## src/rtl/fb_pkg.sv

```systemverilog
// Shared types and geometry for the framebuffer line-prefetch scheduler.
package fb_pkg;
  localparam int WORDS_PER_LINE = 80;
  localparam int IDX_W          = 7;
  localparam int BANK_W         = 1;
  localparam int LB_ADDR_W      = BANK_W + IDX_W;

  typedef enum logic [1:0] {
    IDLE  = 2'd0,
    ISSUE = 2'd1,
    DRAIN = 2'd2
  } fetch_state_t;
endpackage

```

## src/rtl/fb_fetch_sched_if.sv

```systemverilog
// SRAM port, renderer write port and line-buffer write port of the fetch scheduler.
interface fb_fetch_sched_if #(
  parameter int ADDR_W = 16,
  parameter int DATA_W = 32
);
  import fb_pkg::*;

  logic [ADDR_W-1:0]    mem_addr;
  logic                 mem_we;
  logic [DATA_W-1:0]    mem_wdata;
  logic [DATA_W-1:0]    mem_rdata;
  logic                 wr_req;
  logic [ADDR_W-1:0]    wr_addr;
  logic [DATA_W-1:0]    wr_data;
  logic                 wr_ack;
  logic                 lb_we;
  logic [LB_ADDR_W-1:0] lb_waddr;
  logic [DATA_W-1:0]    lb_wdata;

  modport master (
    output mem_addr, mem_we, mem_wdata,
    input  mem_rdata,
    input  wr_req, wr_addr, wr_data,
    output wr_ack,
    output lb_we, lb_waddr, lb_wdata
  );

  modport slave (
    input  mem_addr, mem_we, mem_wdata,
    output mem_rdata,
    output wr_req, wr_addr, wr_data,
    input  wr_ack,
    input  lb_we, lb_waddr, lb_wdata
  );
endinterface

```

## src/rtl/rd_lat_pipe.sv

```systemverilog
// Valid-bit delay line matching the SRAM read latency.
module rd_lat_pipe #(
  parameter int MEM_LAT = 2
) (
  input  logic pixel_clk,
  input  logic reset,
  input  logic vld_in,
  output logic vld_out
);
  logic [MEM_LAT-1:0] vld_p;

  always_ff @(posedge pixel_clk or posedge reset) begin
    if (reset) begin
      vld_p <= '0;
    end else begin
      vld_p[0] <= vld_in;
      for (int i = 1; i < MEM_LAT; i++) vld_p[i] <= vld_p[i-1];
    end
  end

  assign vld_out = vld_p[MEM_LAT-1];
endmodule

```

## src/rtl/fb_fetch_sched.sv

```systemverilog
// Display line prefetch into a ping-pong line buffer, sharing the SRAM port with one renderer writer.
module fb_fetch_sched
  import fb_pkg::*;
#(
  parameter int              WORDS_PER_LINE = fb_pkg::WORDS_PER_LINE,
  parameter int              ADDR_W         = 16,
  parameter int              DATA_W         = 32,
  parameter int              MEM_LAT        = 2,
  parameter logic [ADDR_W-1:0] BASE_ADDR    = '0
) (
  input  logic              pixel_clk,
  input  logic              reset,
  input  logic              init_read_line,
  input  logic              v_blank,
  input  logic              line_end,
  fb_fetch_sched_if.master  bus,
  output logic              disp_bank,
  output logic              fetch_busy,
  output logic              underrun
);
  localparam logic [IDX_W-1:0] LAST_IDX = IDX_W'(WORDS_PER_LINE - 1);

  fetch_state_t      state_q, state_d;
  logic [IDX_W-1:0]  issue_cnt_q, ret_cnt_q;
  logic [ADDR_W-1:0] fetch_addr_q;
  logic              line_ready_q, vblank_q, reload_pend_q;
  logic              issue_vld_p0, ret_vld;
  logic              last_issue, last_ret, vblank_rise, wr_grant;

  assign issue_vld_p0 = (state_q == ISSUE);
  assign last_issue   = issue_vld_p0 && (issue_cnt_q == LAST_IDX);
  assign last_ret     = ret_vld && (ret_cnt_q == LAST_IDX);
  assign vblank_rise  = v_blank && !vblank_q;
  assign fetch_busy   = (state_q != IDLE);

  // Read-return stage boundary: issue valid delayed by the SRAM latency
  rd_lat_pipe #(.MEM_LAT(MEM_LAT)) u_rd_lat_pipe (
    .pixel_clk (pixel_clk),
    .reset     (reset),
    .vld_in    (issue_vld_p0),
    .vld_out   (ret_vld)
  );

  always_ff @(posedge pixel_clk or posedge reset) begin
    if (reset) state_q <= IDLE;
    else       state_q <= state_d;
  end

  always_comb begin
    state_d = state_q;
    case (state_q)
      IDLE:    if (init_read_line) state_d = ISSUE;
      ISSUE:   if (last_issue)     state_d = DRAIN;
      DRAIN:   if (last_ret)       state_d = IDLE;
      default:                     state_d = IDLE;
    endcase
  end

  always_ff @(posedge pixel_clk or posedge reset) begin
    if (reset) begin
      issue_cnt_q <= '0;
      ret_cnt_q   <= '0;
    end else begin
      if (issue_vld_p0) issue_cnt_q <= last_issue ? '0 : issue_cnt_q + 1'b1;
      if (ret_vld)      ret_cnt_q   <= last_ret   ? '0 : ret_cnt_q + 1'b1;
    end
  end

  // A blanking reload is deferred to IDLE so an in-flight line keeps its own addresses
  always_ff @(posedge pixel_clk or posedge reset) begin
    if (reset) begin
      fetch_addr_q  <= BASE_ADDR;
      vblank_q      <= 1'b0;
      reload_pend_q <= 1'b0;
    end else begin
      vblank_q <= v_blank;
      if ((state_q == IDLE) && (vblank_rise || reload_pend_q)) begin
        fetch_addr_q  <= BASE_ADDR;
        reload_pend_q <= 1'b0;
      end else begin
        if (vblank_rise)  reload_pend_q <= 1'b1;
        if (issue_vld_p0) fetch_addr_q  <= fetch_addr_q + 1'b1;
      end
    end
  end

  always_ff @(posedge pixel_clk or posedge reset) begin
    if (reset) begin
      line_ready_q <= 1'b0;
      disp_bank    <= 1'b0;
      underrun     <= 1'b0;
    end else begin
      if (line_end && line_ready_q) begin
        disp_bank    <= ~disp_bank;
        line_ready_q <= 1'b0;
      end
      if ((state_q == DRAIN) && last_ret) line_ready_q <= 1'b1;
      if (line_end && !line_ready_q && fetch_busy) underrun <= 1'b1;
      if (init_read_line && fetch_busy)             underrun <= 1'b1;
    end
  end

  // Fetch owns the port in ISSUE; the writer takes IDLE/DRAIN cycles, yielding to a starting fetch
  assign wr_grant = bus.wr_req && (((state_q == IDLE) && !init_read_line) || (state_q == DRAIN));

  always_comb begin
    bus.mem_addr  = '0;
    bus.mem_we    = 1'b0;
    bus.mem_wdata = {DATA_W{1'b0}};
    bus.wr_ack    = 1'b0;
    if (issue_vld_p0) begin
      bus.mem_addr = fetch_addr_q;
    end else if (wr_grant) begin
      bus.mem_addr  = bus.wr_addr;
      bus.mem_we    = 1'b1;
      bus.mem_wdata = bus.wr_data;
      bus.wr_ack    = 1'b1;
    end
  end

  assign bus.lb_we    = ret_vld;
  assign bus.lb_waddr = ret_vld ? {~disp_bank, ret_cnt_q} : '0;
  assign bus.lb_wdata = ret_vld ? bus.mem_rdata : {DATA_W{1'b0}};
endmodule

```

## src/flat_wrapper.sv

```systemverilog
// flat-port wrapper written by rule: the top's interface ports become plain ports
module fb_fetch_sched_flat import fb_pkg::*;
#(
  parameter int              WORDS_PER_LINE = fb_pkg::WORDS_PER_LINE,
  parameter int              ADDR_W         = 16,
  parameter int              DATA_W         = 32,
  parameter int              MEM_LAT        = 2,
  parameter logic [ADDR_W-1:0] BASE_ADDR    = '0
)
  (pixel_clk, reset, init_read_line, v_blank, line_end, disp_bank, fetch_busy, underrun, bus_mem_addr, bus_mem_we, bus_mem_wdata, bus_mem_rdata, bus_wr_req, bus_wr_addr, bus_wr_data, bus_wr_ack, bus_lb_we, bus_lb_waddr, bus_lb_wdata);
  fb_fetch_sched_if #(.ADDR_W(ADDR_W), .DATA_W(DATA_W)) bus_i ();
  input  logic pixel_clk;
  input  logic reset;
  input  logic init_read_line;
  input  logic v_blank;
  input  logic line_end;
  output logic disp_bank;
  output logic fetch_busy;
  output logic underrun;
  output wire logic [$bits(bus_i.mem_addr)-1:0] bus_mem_addr;
  output wire logic [$bits(bus_i.mem_we)-1:0] bus_mem_we;
  output wire logic [$bits(bus_i.mem_wdata)-1:0] bus_mem_wdata;
  input wire logic [$bits(bus_i.mem_rdata)-1:0] bus_mem_rdata;
  input wire logic [$bits(bus_i.wr_req)-1:0] bus_wr_req;
  input wire logic [$bits(bus_i.wr_addr)-1:0] bus_wr_addr;
  input wire logic [$bits(bus_i.wr_data)-1:0] bus_wr_data;
  output wire logic [$bits(bus_i.wr_ack)-1:0] bus_wr_ack;
  output wire logic [$bits(bus_i.lb_we)-1:0] bus_lb_we;
  output wire logic [$bits(bus_i.lb_waddr)-1:0] bus_lb_waddr;
  output wire logic [$bits(bus_i.lb_wdata)-1:0] bus_lb_wdata;
  assign bus_mem_addr = bus_i.mem_addr;
  assign bus_mem_we = bus_i.mem_we;
  assign bus_mem_wdata = bus_i.mem_wdata;
  assign bus_i.mem_rdata = bus_mem_rdata;
  assign bus_i.wr_req = bus_wr_req;
  assign bus_i.wr_addr = bus_wr_addr;
  assign bus_i.wr_data = bus_wr_data;
  assign bus_wr_ack = bus_i.wr_ack;
  assign bus_lb_we = bus_i.lb_we;
  assign bus_lb_waddr = bus_i.lb_waddr;
  assign bus_lb_wdata = bus_i.lb_wdata;
  fb_fetch_sched #(.WORDS_PER_LINE(WORDS_PER_LINE), .ADDR_W(ADDR_W), .DATA_W(DATA_W), .MEM_LAT(MEM_LAT), .BASE_ADDR(BASE_ADDR)) u_core (.pixel_clk(pixel_clk), .reset(reset), .init_read_line(init_read_line), .v_blank(v_blank), .line_end(line_end), .bus(bus_i), .disp_bank(disp_bank), .fetch_busy(fetch_busy), .underrun(underrun));
endmodule
```

## config.mk

```make
export PLATFORM = sky130hd
export DESIGN_NAME = fb_fetch_sched_flat
export DESIGN_NICKNAME = d
export VERILOG_FILES = /design/src/rtl/fb_pkg.sv /design/src/rtl/fb_fetch_sched_if.sv /design/src/rtl/rd_lat_pipe.sv /design/src/rtl/fb_fetch_sched.sv /design/src/flat_wrapper.sv
export SDC_FILE = /design/constraint.sdc
export NUM_CORES = 1
export LEC_CHECK = 0
export ABC_AREA = 1
export CORE_ASPECT_RATIO = 0.75
export CORE_MARGIN = 2
export CORE_UTILIZATION = 35
export CTS_BUF_LIST = sky130_fd_sc_hd__clkbuf_8
export DETAILED_ROUTE_END_ITERATION = 8
export PLACE_DENSITY = 0.88
export SYNTH_ARGS = -nofsm -noshare
export SYNTH_HDL_FRONTEND = slang
export SYNTH_SLANG_ARGS = --single-unit
```

## constraint.sdc

```tcl
create_clock -name pixel_clk -period 2.05 [get_ports pixel_clk]
set_clock_uncertainty 0.2 [all_clocks]
set_input_delay 0.5125 -clock pixel_clk [delete_from_list [all_inputs] [get_ports pixel_clk]]
set_output_delay 0.5125 -clock pixel_clk [all_outputs]
set_load 0.05 [all_outputs]
```

* After elaboration in Yosys (flattened, before gate mapping)
Index checks and enable logic that the tools add are counted.
Widths: inputs -> output; s select.
** Storage, ports and cells
- Flip-flop bits (word level) :: 39
- Input bits :: 86
- Output and inout bits :: 94
- Word-level logic and storage cells :: 66
** Operators by class
- Add/subtract/negate cells :: 3
- Equal/unequal tests :: 7
- Muxes and demuxes :: 22
- Bitwise gates (word level) :: 1
- Reductions and logical operators :: 23
** Operators with widths (number)
- $mux 32 :: 3
- $mux 16 :: 4
- $add 16x1->16 const B :: 1
- $add 7x1->7 const B :: 2
- $eq 7x7->1 const B :: 2
- $mux 7 :: 2
- $logic_and 1x1->1 :: 11
- $reduce_bool 2->1 :: 5
- $mux 1 :: 8
- $mux 8 :: 1
- $mux 2 :: 3
- $pmux 2 s3 :: 1
- $ne 2x2->1 const B :: 2
- $logic_not 1->1 :: 3
- $reduce_and 3->1 :: 1
- $eq 2x1->1 const B :: 1
- $eq 2x2->1 const B :: 1
- $logic_not 2->1 :: 1
- $logic_or 1x1->1 :: 2
- $ne 2x1->1 const B :: 1
- $not 1->1 :: 1

* Longest topological paths before layout
- Depth in word-level cells :: 6
- Gate-level depth with buffers :: 9
- Mapped depth without buffers :: 8

* By module
A second synthesis with hierarchy kept.
** Second synthesis, totals
- Cells, all modules :: 443
- Area total of the unflattened synthesis :: 2713.9 um^2
** By module, submodules not included
- fb_fetch_sched :: times used 1, cells an instance 440, area each 2660.1 um^2
- rd_lat_pipe :: times used 1, cells an instance 3, area each 53.8 um^2

* Worst setup path after synthesis
No wires, ideal clock.
- Kind :: register to output
- From :: register u_core.u_rd_lat_pipe.vld_p[1]
- To :: output port bus_lb_waddr[7]
- Data arrival time :: 1881 ps
- Required time :: 1337 ps
- Setup slack :: -544 ps
- Stages on the path, launching flop included :: 5
- Buffers on the path :: 2
- Cells stage by stage :: dfrtp_1 -> buf_2 -> buf_1 -> inv_1 -> nor2_1
** On the way
- Word-level cells in the longest chain between the ends :: 1
** RTL lines
- start: declaration :: line rd_lat_pipe.sv:10 : logic [MEM_LAT-1:0] vld_p;
- start signal: assignment :: line rd_lat_pipe.sv:14 : vld_p <= '0;
- $mux 8 :: line fb_fetch_sched.sv:122 : assign bus.lb_waddr = ret_vld ? {~disp_bank, ret_cnt_q} : '0;
- end: declaration :: line flat_wrapper.sv:29 : output wire logic [$bits(bus_i.lb_waddr)-1:0] bus_lb_waddr;
No other way between the ends.

* Worst setup path after layout
- From :: register u_core.state_q[0]
- To :: output port bus_mem_wdata[30]
** On the way
- Word-level cells in the longest chain between the ends :: 6
** RTL lines
- start: declaration :: line fb_fetch_sched.sv:23 : fetch_state_t state_q, state_d;
- start signal: assignment :: line fb_fetch_sched.sv:46 : else state_q <= state_d;
- $logic_not 2->1 :: line fb_fetch_sched.sv:104 : assign wr_grant = bus.wr_req && (((state_q == IDLE) && !init_read_line) || (state_q == DRAIN));
- $logic_and 1x1->1 :: line fb_fetch_sched.sv:104
- $logic_or 1x1->1 :: line fb_fetch_sched.sv:104
- $logic_and 1x1->1 :: line fb_fetch_sched.sv:104
- $mux 32 :: line fb_fetch_sched.sv:113 : end else if (wr_grant) begin
- $mux 32 * :: line fb_fetch_sched.sv:111 : if (issue_vld_p0) begin
- end: declaration :: line flat_wrapper.sv:22 : output wire logic [$bits(bus_i.mem_wdata)-1:0] bus_mem_wdata;
Every way passes the cells marked *; elsewhere a longest branch is shown, timed or not.

==> reports/metrics.yaml <==
synth_area_um2: 2716
dr.pass1.iters: 5
grt_usage_pct: 30.54
grt_max_degree: 48
relSlewSlack_pct: 67.04
synth.top_cell.area_share_pct: 35.93
tightest_slew_ns: 0.4899
cts_max_level: 2
grt_pass1_wl_mm: 20.04
drc: 0
clk_path_buf_depth: 2
status: "complete, but fails checks"
die_height_um: 80.30
critPathRequiredTime_ns: 1.34
dieArea_um2: 8489
grt_pass1_vias: 3907
cp_slowest_stage_delay_ns: 0.44
period_needed_ns: 2.415
avgSynthCellArea_um2: 6.273
worst-r2r-cell-count: 9
vias_per_cell: 5.172
fin_nets: 724
yosysWarningCount: 0
cap_violations: 0
cp-end-kind: "output pin"
synthCells: 433
ys.flop_type: "dfrtp_1"
dp_hpwl_mm: 8.166
fp.dieW_um: 105.7
hold_viol_final: 0
cp_slowest_cell: "dfrtp_1"
clock_sinks: 39
clk_pin_slew_ns: 0.10
ant_nets: 0
synth_area_leaders: "dfrtp_1, nand2_1, inv_1"
p_leak_uw: 0.003146
fp-row-count: 27
grt_busiest_layer: "met2"
grt_util_met2_pct: 56.97
post_drt_wl_per_cell_um: 19.04
grt_overflow: 0
num_vias: 3812
synth.net_count: 522
async_flop_share_pct: 100.0
place_ws_ns: -0.5549
vdd_drop_max_uv: 228.8
syn2layout_area_growth_pct: 131.0
startpoint_type: "register"
worstPathMaxFanout: 7
core_um2: 7432
cts_tree: "yes"
criticalPathCategory: "register to output pin"
root_buffer: "clkbuf_8"
worst-path-buf-inv: 4
wirelength_mm: 14.03
cts_buffers: 5
finalMaxSlewViolations: 0
hold_buffers: 0
antennaDiodeCount: 0
place_congestion: 0.8620
critPathTopFamily: "buffers and inverters"
start_util_pct: 36.55
crit_chain: "a21oi_4 -> nand2_4 -> buf_12 -> buf_12 -> buf_16 -> nor2_4 -> buf_12"
setup_viol: 54
yosysSeqAreaShare_pct: 35.93
port_buffers: 179
drt_first_iter_violations: 440
clk-insertion-delay-late_ns: 0.32
whs_ns: 0.1563
p_per_area_nw_per_um2: 337.8
pin_count: 180
drive_gt1_share_pct: 34.28
met1_usage_pct: 31.87
violations: "negative setup slack"
fmax_mhz: 414.1
arrival_ns: 1.70
yosys.area.top_type: "dfrtp_1"
period_share_pct: 117.8
power_uw: 2120
crit_path_frequent_cell: "buf_12"
cp.depth: 7
synth-edff-count: 0
rsz0062_at_grt: "true"
antenna_found_initial: 0
fin_ws_ns: -0.3648
grt_use_met3_pct: 6.250
yosysUniqueCellTypes: 31
worstHoldPathType: "register to register"
ys_ff_latch: 39
hold-path-cell-count: 0
==> stage by stage <==
stage | util [%] | area, µm² | std cells | setup TNS [ns]
after global routing | 84.43 | 6275 | 737 | -14.95
final | 84.43 | 6275 | 737 | -13.27
after global placement | 73.47 | 5460 | 711 | -19.50
after detailed placement | 73.47 | 5460 | 711 | -21.70
after CTS | 83.33 | 6193 | 735 | -11.64
after floorplan | - | 2810 | 433 | -6.563
==> cells in the final DEF (no fill, tap or decap), types with 2 or more instances in the layout <==
| master | Yosys | final |
|---|---|---|
| nand3_1 | 21 | 21 |
| inv_1 | 111 | 97 |
| nand2_4 | 0 | 9 |
| xor2_1 | 3 | 3 |
| o22ai_1 | 2 | 2 |
| clkinv_8 | 0 | 2 |
| o21ai_1 | 5 | 4 |
| buf_4 | 1 | 15 |
| buf_8 | 0 | 3 |
| clkinv_4 | 0 | 2 |
| buf_6 | 3 | 21 |
| clkinvlp_4 | 0 | 13 |
| a21oi_1 | 9 | 9 |
| clkdlybuf4s50_1 | 0 | 83 |
| nor2_1 | 61 | 28 |
| buf_16 | 0 | 3 |
| o21ai_2 | 1 | 10 |
| ha_1 | 3 | 3 |
| a22o_1 | 6 | 6 |
| clkbuf_8 | 0 | 6 |
| nor2_4 | 2 | 37 |
| nand2_2 | 3 | 8 |
| inv_2 | 2 | 2 |
| dfrtp_1 | 39 | 38 |
| buf_12 | 0 | 80 |
| nand4_1 | 5 | 5 |
| o21ai_0 | 20 | 12 |
| nand2_1 | 112 | 98 |
| nor3_1 | 3 | 3 |
| xnor2_1 | 2 | 2 |
==> timing repair <==
| item | CTS | global route |
|---|---|---|
| setup buffers | 10 | 3 |
| endpoints found under the hold margin | 0 | 0 |
| gates resized for setup | 109 | 27 |
| setup endpoints to repair | 51 | 56 |
| cloned | 6 | 0 |
| pin swaps | 10 | 6 |
==> cell usage after synthesis (4+ instances only) <==
cell / instances
inv_1: 111
a22o_1: 6
o21ai_1: 5
buf_2: 6
dfrtp_1: 39
o21ai_0: 20
a21oi_1: 9
nand3_1: 21
nand4_1: 5
nand2_1: 112
nor2_1: 61
buf_1: 4
==> power breakdown <==
part           switching (µW)  internal (µW)  total [µW]  leakage (µW)
Clock                     319            395         714     0.0000612
Combinational             297            327         623       0.00262
Sequential               9.22            773         783      0.000461
==> worst reg2reg max path, delay by kind of cell (launching register included) <==
| family | cells | cell delay (ns) |
|---|---|---|
| buf+inv | 4 | 0.61 |
| simple gates | 4 | 0.47 |
| flops | 1 | 0.41 |
| compound gates | 1 | 0.17 |
==> routing by layer <==
metal	vias to the layer above	wire, µm
met2	253	7308
met3	98	1042
met4	0	994
li1	1682	-
met5	-	0
met1	1779	4685
==> worst paths after layout <==
check                                         startpoint                             to  slack (ns)
setup / recovery                       u_core.state_q[0]              bus_mem_wdata[30]       -0.36
hold / removal             u_core.u_rd_lat_pipe.vld_p[0]  u_core.u_rd_lat_pipe.vld_p[1]        0.16
setup reg to reg                       u_core.state_q[1]          u_core.issue_cnt_q[3]        0.06
hold reg to reg            u_core.u_rd_lat_pipe.vld_p[0]  u_core.u_rd_lat_pipe.vld_p[1]        0.16
max in group asynchronous                          reset            u_core.ret_cnt_q[6]        1.10
min in group asynchronous                          reset          u_core.issue_cnt_q[0]        0.34
==> kinds of logic (layout without fill, tap and decap cells) <==
logic type | count (synthesis) | after routing | synth area share, %
XOR/XNOR | 5 | 5 | 1.612
AO/OA/AOI/OAI | 46 | 46 | 9.903
adder cells (fa/ha/maj) | 3 | 3 | 1.382
flip-flops | 39 | 39 | 35.93
buffers and inverters | 129 | 332 | 19.12
AND/OR/NAND/NOR | 211 | 211 | 32.06
==> final cells by class <==
type,instances,area (µm²)
fill,373,1157
tap,101,126.4
clock inverter,2,35.03
timing repair buffer,207,2923
inverter,114,489.2
timing repair inverter,3,41.29
clock buffer,6,82.58
sequential,39,977.2
multi-input combinational,265,1600
==> flip-flops by register name, indices dropped and copies added (netlist names) <==
signal	count
u_core.underrun	1
u_core.line_ready_q	1
u_core.disp_bank	1
u_core.u_rd_lat_pipe.vld_p	2
u_core.vblank_q	1
u_core.issue_cnt_q	7
u_core.fetch_addr_q	16
u_core.state_q	2
u_core.reload_pend_q	1
u_core.ret_cnt_q	7
Note: power is estimated with default switching activity, not from simulation.
